==> config.mk <==
export PLATFORM = sky130hd
export DESIGN_NAME = periph_rx_arbiter
export DESIGN_NICKNAME = d
export VERILOG_FILES = /design/src/rtl/periph_rx_arbiter.sv
export SDC_FILE = /design/constraint.sdc
export NUM_CORES = 1
export LEC_CHECK = 0
export CAP_MARGIN = 20
export CORE_AREA = 2 2 128 130
export DETAILED_ROUTE_END_ITERATION = 10
export DIE_AREA = 0 0 130 132
export PLACE_DENSITY = 0.76
export RECOVER_POWER = 100
export SYNTH_ARGS = -nofsm -noshare
export SYNTH_HDL_FRONTEND = slang
export SYNTH_SLANG_ARGS = --single-unit
==> constraint.sdc <==
create_clock -name clk -period 3.46 [get_ports clk]
set_input_delay 0.692 -clock clk [delete_from_list [all_inputs] [get_ports clk]]
set_output_delay 0.692 -clock clk [all_outputs]
set_load 0.02 [all_outputs]
==> src/rtl/periph_rx_arbiter.sv <==
//------------------------------------------------------------------------------
// periph_rx_arbiter
//
// Merges the RX FIFO streams of NUM_PERIPHS peripherals into one packet stream
// toward the USB transmit path. Peripherals that are not empty and report
// ready are eligible. Eligible peripherals that are almost full are served
// before all others. Within the active class the grant rotates round-robin
// from rr_ptr. A grant may take up to MAX_BURST packets back-to-back before
// the pointer moves on. Packets pass through unmodified.
//
// Each packet goes through four states:
//   ARB -> RD (read strobe) -> CAP (FIFO dout valid, captured) -> OUT (held
//   until usb_ready).
//
// Ports:
//   clk                    system clock
//   rst                    synchronous active-high reset
//   periph_rx_data         packed FIFO dout, peripheral i at [i*PACKET_WIDTH +: PACKET_WIDTH]
//   periph_rx_read         one-hot read strobe to the granted FIFO
//   periph_rx_empty        FIFO empty flags
//   periph_rx_almost_full  FIFO prog-full flags (urgency)
//   periph_ready           peripheral ready flags
//   usb_data               packet toward USB
//   usb_valid              usb_data valid
//   usb_ready              downstream accepts usb_data this cycle
//   grant_id               index of the currently granted peripheral
//   busy                   high whenever the arbiter is not in ARB
//------------------------------------------------------------------------------
`timescale 1ns/1ps
module periph_rx_arbiter #(
  parameter int NUM_PERIPHS  = 8,
  parameter int PACKET_WIDTH = 32,
  parameter int MAX_BURST    = 4
) (
  input  logic                                clk,
  input  logic                                rst,
  input  logic [NUM_PERIPHS*PACKET_WIDTH-1:0] periph_rx_data,
  output logic [NUM_PERIPHS-1:0]              periph_rx_read,
  input  logic [NUM_PERIPHS-1:0]              periph_rx_empty,
  input  logic [NUM_PERIPHS-1:0]              periph_rx_almost_full,
  input  logic [NUM_PERIPHS-1:0]              periph_ready,
  output logic [PACKET_WIDTH-1:0]             usb_data,
  output logic                                usb_valid,
  input  logic                                usb_ready,
  output logic [$clog2(NUM_PERIPHS)-1:0]      grant_id,
  output logic                                busy
);

  localparam int ID_W  = $clog2(NUM_PERIPHS);
  localparam int CNT_W = $clog2(MAX_BURST + 1);

  typedef enum logic [1:0] {
    ARB = 2'd0,
    RD  = 2'd1,
    CAP = 2'd2,
    OUT = 2'd3
  } state_t;

  state_t             state;
  state_t             state_nxt;
  logic [ID_W-1:0]    rr_ptr;
  logic [ID_W-1:0]    rr_ptr_nxt;
  logic [CNT_W-1:0]   burst_cnt;
  logic [CNT_W-1:0]   burst_cnt_nxt;
  logic [CNT_W-1:0]   burst_inc;
  logic [ID_W-1:0]    grant_nxt;
  logic [ID_W-1:0]    grant_inc;
  logic               usb_valid_nxt;
  logic               usb_data_ld;

  logic [NUM_PERIPHS-1:0] eligible;
  logic [NUM_PERIPHS-1:0] urgent;
  logic [NUM_PERIPHS-1:0] pool;
  logic [NUM_PERIPHS-1:0] others_urgent;
  logic                   pick_found;
  logic [ID_W-1:0]        pick_id;

  assign eligible      = ~periph_rx_empty & periph_ready;
  assign urgent        = eligible & periph_rx_almost_full;
  assign pool          = (urgent != '0) ? urgent : eligible;
  assign others_urgent = urgent & ~(NUM_PERIPHS'(1) << grant_id);
  assign burst_inc     = burst_cnt + CNT_W'(1);
  assign grant_inc     = (grant_id == ID_W'(NUM_PERIPHS - 1)) ? '0 : grant_id + ID_W'(1);
  assign busy          = (state != ARB);

  // Round-robin pick: first pool bit at rr_ptr, rr_ptr+1, ... with wrap.
  // NUM_PERIPHS need not be a power of two, so the wrap is explicit.
  always_comb begin
    int idx;
    idx        = 0;
    pick_found = 1'b0;
    pick_id    = '0;
    for (int k = 0; k < NUM_PERIPHS; k++) begin
      idx = int'(rr_ptr) + k;
      if (idx >= NUM_PERIPHS) idx = idx - NUM_PERIPHS;
      if (!pick_found && pool[idx]) begin
        pick_found = 1'b1;
        pick_id    = ID_W'(idx);
      end
    end
  end

  always_comb begin
    state_nxt      = state;
    rr_ptr_nxt     = rr_ptr;
    burst_cnt_nxt  = burst_cnt;
    grant_nxt      = grant_id;
    usb_valid_nxt  = usb_valid;
    usb_data_ld    = 1'b0;
    periph_rx_read = '0;
    case (state)
      // ARB: choose the next peripheral
      ARB: begin
        if (pick_found) begin
          grant_nxt     = pick_id;
          burst_cnt_nxt = '0;
          state_nxt     = RD;
        end
      end
      // RD: strobe the FIFO only if it is still readable
      RD: begin
        if (eligible[grant_id]) begin
          periph_rx_read[grant_id] = 1'b1;
          state_nxt                = CAP;
        end else begin
          rr_ptr_nxt = grant_inc;
          state_nxt  = ARB;
        end
      end
      // CAP: FIFO dout is valid now (1-cycle read latency)
      CAP: begin
        usb_data_ld   = 1'b1;
        usb_valid_nxt = 1'b1;
        state_nxt     = OUT;
      end
      // OUT: hold the packet until accepted, then continue or release
      OUT: begin
        if (usb_ready) begin
          usb_valid_nxt = 1'b0;
          burst_cnt_nxt = burst_inc;
          if ((burst_inc < CNT_W'(MAX_BURST)) && eligible[grant_id] &&
              (others_urgent == '0)) begin
            state_nxt = RD;
          end else begin
            rr_ptr_nxt = grant_inc;
            state_nxt  = ARB;
          end
        end
      end
      default: state_nxt = ARB;
    endcase
  end

  always_ff @(posedge clk) begin
    if (rst) begin
      state     <= ARB;
      rr_ptr    <= '0;
      burst_cnt <= '0;
      grant_id  <= '0;
      usb_valid <= 1'b0;
    end else begin
      state     <= state_nxt;
      rr_ptr    <= rr_ptr_nxt;
      burst_cnt <= burst_cnt_nxt;
      grant_id  <= grant_nxt;
      usb_valid <= usb_valid_nxt;
    end
  end

  // A reset drops any packet captured but not yet accepted, so the data
  // register is cleared along with the control state.
  always_ff @(posedge clk) begin
    if (rst) begin
      usb_data <= '0;
    end else if (usb_data_ld) begin
      usb_data <= periph_rx_data[int'(grant_id)*PACKET_WIDTH +: PACKET_WIDTH];
    end
  end

endmodule

==> flow_summary_export.csv, run 1 <==
group,metric,value,unit
run_status,status,"complete, no violations",
global_routing,gr-usage-met1,0.3547,
route,drc_errors,0,
critical_path,worst-endpoint-arrival,3510,ps
power,p_leak,3.700,nW
synth,synthArstFlopShare,0,
clock_network,cts_hold_buf,0,
clock_network,htree_levels,2,
final_layout,drive_gt1_frac,0.1898,
power,p_clk_frac,0.089,
critical_path,crit_slowest_cell,"mux4_2",
synth,synthDistinctLibCells,77,
sta,skew,5.229,ps
final_layout,fin_util,0.6039,
power,seqPwrFrac,0.146,
synth,syn_nets,946,
global_routing,track_usage,0.2917,
placement,dp_hpwl,20930,µm
global_routing,grt_pass1_vias,6715,
route,vias,7036,
synth,synth_top_area_share,0.1696,
sta,drv_slew,0,
min_path,hold_class,"flop to flop",
power,p_total,5.133,mW
global_routing,grt_overflow,0,
critical_path,required,3620,ps
synth,yosys_warnings,0,
die,row_count,46,
global_routing,grt_use_met3,0.06331,
sta,worst_pin_slew,1342,ps
die,core,15710,µm²
sta,fmax,298.5,MHz
critical_path,crit_path_frequent_cell,"buf_4",
final_layout,n_antenna_cell,0,
synth,avgSynthCellArea,7.940,µm²
synth,syn_inst,654,
power,swShare,0.4699,
critical_path,worstSetupPathType,"input port to flop",
route,first_iter_violations,484,
critical_path,startpoint_type,"input port",
route,wire_per_inst,21.11,µm
placement,io_buffers,327,
critical_path,crit_fanout,5,
route,wirelength,26140,µm
sta,setup_viol,0,
critical_path,cp_num_buf_inv,4,
global_routing,grt_pass1_wl,38280,µm
final_layout,final_nets,1313,
clock_network,clock_sinks,44,
synth,ys_seq_elements,44,
final_layout,regArea,885.9,µm²
clock_network,cts_tree,"done",
synth,seq_area_frac_synth,0.1696,
die,die_h,132,µm
route,drtAntennaViolNets,0,
die,fp.dieW,130,µm
power,p_int,2.721,mW
route,drt-pass1-iter-count,5,
critical_path,crit_chain,"clkdlybuf4s50_1 -> inv_1 -> o2111a_2 -> buf_4 -> a21oi_2 -> o32ai_1 -> buf_4 -> mux4_2 -> and3b_2 -> nand2b_4 -> o21a_4 -> o221ai_2 -> a31oi_1",
critical_path,path_delay_family,"compound AO/OA/AOI/OAI gates",
final_layout,n_fill_cell,1428,
power,power.switching,2.412,mW
sta,final_min_period_over_clock_period,0.9682,
die,initial_utilization,0.3305,
global_routing,busiest_layer,"met2",
placement,place_congestion,0.9582,
clock_network,clk_latency,280,ps
die,io_pins,328,
power,combPwrFrac,0.765,
critical_path,cp_slowest_stage_delay,500,ps
synth,syn_area,5192,µm²
clock_network,path_clk_slew,60,ps
power,ir_drop,0.0003074,V
synth,synth_edf_count,0,
sta,min_period,3350,ps
global_routing,grt_max_degree,50,
final_layout,syn_to_final_growth,82.75,%
power,cellPowerDensity,540.9,nW/µm²
sta,hold_viol_final,0,
clock_network,cts_root_buf,"clkbuf_16",
synth,synth_area_leader_cell,"dfxtp_1",
synth,ys_top_cells_by_area,"dfxtp_1 17%, mux4_2 14%, nor2_1 7.2%",
global_routing,met2_usage,0.5003,
synth,synth_ff_type,"dfxtp_1",
critical_path,endpoint_kind,"flop",
sta,slew_headroom,0.1010,
final_layout,multi_input_area,4214,µm²
job,maxCapViolations,0,
clock_network,cts_buffer_depth,2,
route,vias_per_cell,5.683,
die,dieArea,17160,µm²
clock_network,cts_made_buffers,5,
global_routing,antenna_found_initial,2,
[registers in the layout, summed over array words and instances (netlist names), named ones only]
name	flops
burst_cnt	3
grant_id	3
rr_ptr	3
state	1
usb_data	32
usb_valid	1
[through the flow]
stage	worst slack, ps	TNS, ps	instance area [µm²]	hold WS, ps	instances
4_1_cts	13.49	0	9233	460.5	1224
2_1_floorplan	319.4	0	5192	447.4	654
6_report	109.9	0	9489	452.4	1238
5_1_grt	-3.002	-3.002	9489	486.2	1238
3_5_place_dp	-527.5	-4985	9079	452.1	1215
3_3_place_gp	-466.3	-4264	9079	449.8	1215
[layout by cell type (no fill, tap or decap), types with 7 or more instances in the layout]
cell type,Yosys,routed
nor2_1,99,98
a31oi_1,7,7
dlymetal6s2s_1,0,18
nand3_1,17,17
o22ai_1,7,7
nand2_1,69,67
a221oi_1,16,16
a311oi_1,16,16
ha_1,9,9
a22oi_1,8,8
clkdlybuf4s50_1,0,264
nor3_1,13,13
a21oi_1,40,34
buf_4,1,82
nand3b_1,9,9
a211oi_1,10,10
dlygate4sd3_1,0,36
clkbuf_2,1,7
nand2b_1,11,11
mux2i_1,31,31
mux2_2,18,17
o21ai_0,26,24
dfxtp_1,44,42
mux4_2,33,33
o221ai_1,11,11
inv_1,9,9
[tightest hold or removal path: stages (launching register included)]
cell and delay [ps]:
dfxtp_1 310, nand2_1 50, a21oi_1 50
[path summary, 6_finish.rpt]
kind / from / slack (ps) / cells past startpoint / end
max: periph_rx_almost_full[2] / 110 / 13 / grant_id[1]$_SDFFE_PP0P_
min reg2reg: usb_data[30]$_SDFFE_PP0P_ / 450 / 2 / usb_data[30]$_SDFFE_PP0P_
max reg2reg: grant_id[0]$_SDFFE_PP0P_ / 360 / 9 / rr_ptr[0]$_SDFFE_PP0P_
min: usb_data[30]$_SDFFE_PP0P_ / 450 / 2 / usb_data[30]$_SDFFE_PP0P_
[synth_stat cells (8+ instances only)]
library cell	instances
o21ai_0	26
nand2b_1	11
nor2_1	99
o221ai_1	11
a22oi_1	8
nor3_1	13
a21oi_1	40
dfxtp_1	44
ha_1	9
nor2b_1	8
mux4_2	33
nand3b_1	9
mux2i_1	31
inv_1	9
clkbuf_1	38
a221oi_1	16
a211oi_1	10
a311oi_1	16
mux2_2	18
nand3_1	17
buf_1	11
nand2_1	69
[cell type report]
| class | instances | area share |
|---|---|---|
| Clock buffer | 5 | 0.01319 |
| Clock inverter | 3 | 0.001450 |
| Inverter | 10 | 0.003956 |
| Multi-Input combinational cell | 546 | 0.4441 |
| Sequential cell | 44 | 0.09335 |
| Tap cell | 216 | 0.02848 |
| Timing Repair Buffer | 414 | 0.4155 |
[logic make-up after synthesis]
kind of cell    after synthesis  synth area share
flops                        44            0.1696
fa+ha+maj                     9           0.02169
compound gates              197            0.2807
xor+xnor                      6           0.01012
mux                          82            0.2419
buf+inv                      66           0.05229
simple gates                250            0.2236
[metal layers]
| layer | vias up | wire (µm) |
|---|---|---|
| met5 | - | 22 |
| met4 | 4 | 1125 |
| met3 | 63 | 2105 |
| met2 | 346 | 12950 |
| met1 | 3373 | 9934 |
| li1 | 3250 | - |
[power groups by stage]
stage	clock network, mW	registers (mW)	logic, mW
floorplan	0	0.840	2.32
global placement	0	0.760	3.82
detailed placement	0	0.765	3.85
CTS	0.471	0.755	3.87
global route	0.491	0.764	4.23
finish	0.459	0.749	3.93
[repair_timing]
item,4_1_cts,5_1_grt
pin swaps,1,16
setup endpoints to repair,10,14
setup buffers,0,15
cloned,1,1
gates resized for setup,30,45
Note: power is estimated with default switching activity, not from simulation.
==> run 2, diff against run 1 <==
--- a/config.mk
+++ b/config.mk
@@ -9,6 +9,7 @@
 export CORE_AREA = 2 2 128 130
 export DETAILED_ROUTE_END_ITERATION = 10
 export DIE_AREA = 0 0 130 132
+export GPL_TIMING_DRIVEN = 0
 export PLACE_DENSITY = 0.76
 export RECOVER_POWER = 100
 export SYNTH_ARGS = -nofsm -noshare
==> flow_summary_export.csv, run 2 (synthesized netlist as in run 1, its figures left out) <==
group,metric,value,unit
placement,dp.cells,1196,
global_routing,grt_overflow,0,
placement,io_buffers,326,
final_layout,drive_gt1_frac,0.1546,
final_layout,n_fill_cell,1459,
sta,min_period,3430,ps
critical_path,startpoint_type,"input port",
min_path,hold_class,"flop to flop",
route,first_iter_violations,648,
global_routing,track_usage,0.3268,
clock_network,cts_tree,"done",
route,drt-pass1-iter-count,7,
die,die_h,132,µm
power,ir_drop,0.0003166,V
die,initial_utilization,0.3305,
clock_network,clk_latency,290,ps
clock_network,cts_made_buffers,5,
die,row_count,46,
critical_path,endpoint_kind,"flop",
sta,skew,8.843,ps
power,cellPowerDensity,563.0,nW/µm²
final_layout,most-common-layout-cells,"260 x clkdlybuf4s50_1, 93 x nor2_1, 67 x nand2_1",
final_layout,regMostFlops,"usb_data",
sta,slew_headroom,0.3078,
global_routing,grt_pass1_vias,6986,
critical_path,crit_fanout,5,
die,core,15710,µm²
final_layout,largest_register_ffs,32,
global_routing,grt_max_degree,20,
sta,fmax,291.5,MHz
clock_network,htree_levels,2,
final_layout,syn_to_final_growth,78.92,%
sta,drv_slew,0,
job,maxCapViolations,0,
placement,place_congestion,0.9694,
sta,final_min_period_over_clock_period,0.9913,
sta,hold_viol_final,0,
route,drtAntennaViolNets,0,
sta,fin_tns_setup,0,ps
critical_path,required,3640,ps
route,wire_per_inst,23.59,µm
sta,setup_viol,0,
die,io_pins,328,
run_status,status,"complete, no violations",
global_routing,grt_pass1_wl,42010,µm
clock_network,cts_root_buf,"clkbuf_16",
final_layout,layout_commonest_cell,"clkdlybuf4s50_1",
die,dieArea,17160,µm²
final_layout,final_area,9290,µm²
die,fp.dieW,130,µm
placement,placed_area,8726,µm²
clock_network,path_clk_slew,60,ps
route,vias_per_cell,5.904,
placement,dp_hpwl,23350,µm
final_layout,fin_cells,1226,
power,p_leak,3.567,nW
route,vias,7238,
sta,worst_pin_slew,1038,ps
critical_path,worst-endpoint-arrival,3610,ps
route,wirelength,28920,µm
final_layout,final_nets,1300,
power,p_total,5.230,mW
route,drc_errors,0,
clock_network,clock_sinks,44,
global_routing,antenna_found_initial,3,
clock_network,cts_buffer_depth,2,
critical_path,worstSetupPathType,"input port to flop",
## run 2: stage by stage
stage | setup slack (ps) | hold WS [ps] | utilization
after CTS | -20.94 | 465.7 | 0.5698
after global routing | -22.43 | 494.5 | 0.5913
final | 29.95 | 464.4 | 0.5913
after floorplan | 319.4 | 447.4 | -
after detailed placement | -940.3 | 457.3 | 0.5553
after global placement | -912.5 | 444.9 | 0.5553
## run 2: area by class of cell
type,instances,area [µm²],share of cell area
Buffer,54,250.2,0.02694
Tap cell,216,270.3,0.02909
Inverter,10,37.54,0.004040
Antenna cell,1,2.502,0.0002694
Sequential cell,44,880.8,0.09481
Multi-Input combinational cell,545,4220,0.4543
Timing Repair Buffer,348,3480,0.3745
Clock inverter,2,10.01,0.001077
Clock buffer,6,138.9,0.01495
## run 2: routing by layer
metal | part of all wire | up-vias | GRT usage
met5 | 0.00059 | - | 0
met4 | 0.043 | 4 | 0.1105
met1 | 0.38 | 3465 | 0.4114
li1 | - | 3221 | -
met2 | 0.49 | 461 | 0.5526
met3 | 0.094 | 87 | 0.06696
## run 2: path summary, 6_finish.rpt
kind | start | endpoint | slack, ps | cells after the start
max | periph_ready[2] | grant_id[2]$_SDFFE_PP0P_ | 30 | 12
min reg2reg | usb_data[30]$_SDFFE_PP0P_ | usb_data[30]$_SDFFE_PP0P_ | 460 | 2
min | usb_data[30]$_SDFFE_PP0P_ | usb_data[30]$_SDFFE_PP0P_ | 460 | 2
max reg2reg | grant_id[1]$_SDFFE_PP0P_ | usb_data[6]$_SDFFE_PP0P_ | 240 | 8
## run 2: critical path, stage by stage
cell and delay (ps):
clkdlybuf4s50_1 520, nand2b_4 70, o2111a_2 300, clkbuf_4 190, a21o_2 240, a32oi_1 330
mux2_2 260, o211a_1 270, o211ai_4 140, nand2b_1 210, a21o_1 170, a41o_1 220
## run 2: power breakdown
group	total, mW	internal, mW	switching [mW]
Clock	0.494	0.285	0.209
Combinational	4.00	1.72	2.29
Sequential	0.732	0.635	0.0964
## run 2: what timing repair did
action                                  4_1_cts  5_1_grt
hold buffers                                  0        0
gates resized for setup                      59       50
endpoints found under the setup margin       14       15
cloned                                        1        2
setup buffers                                 4       16
pin swaps                                     6       19
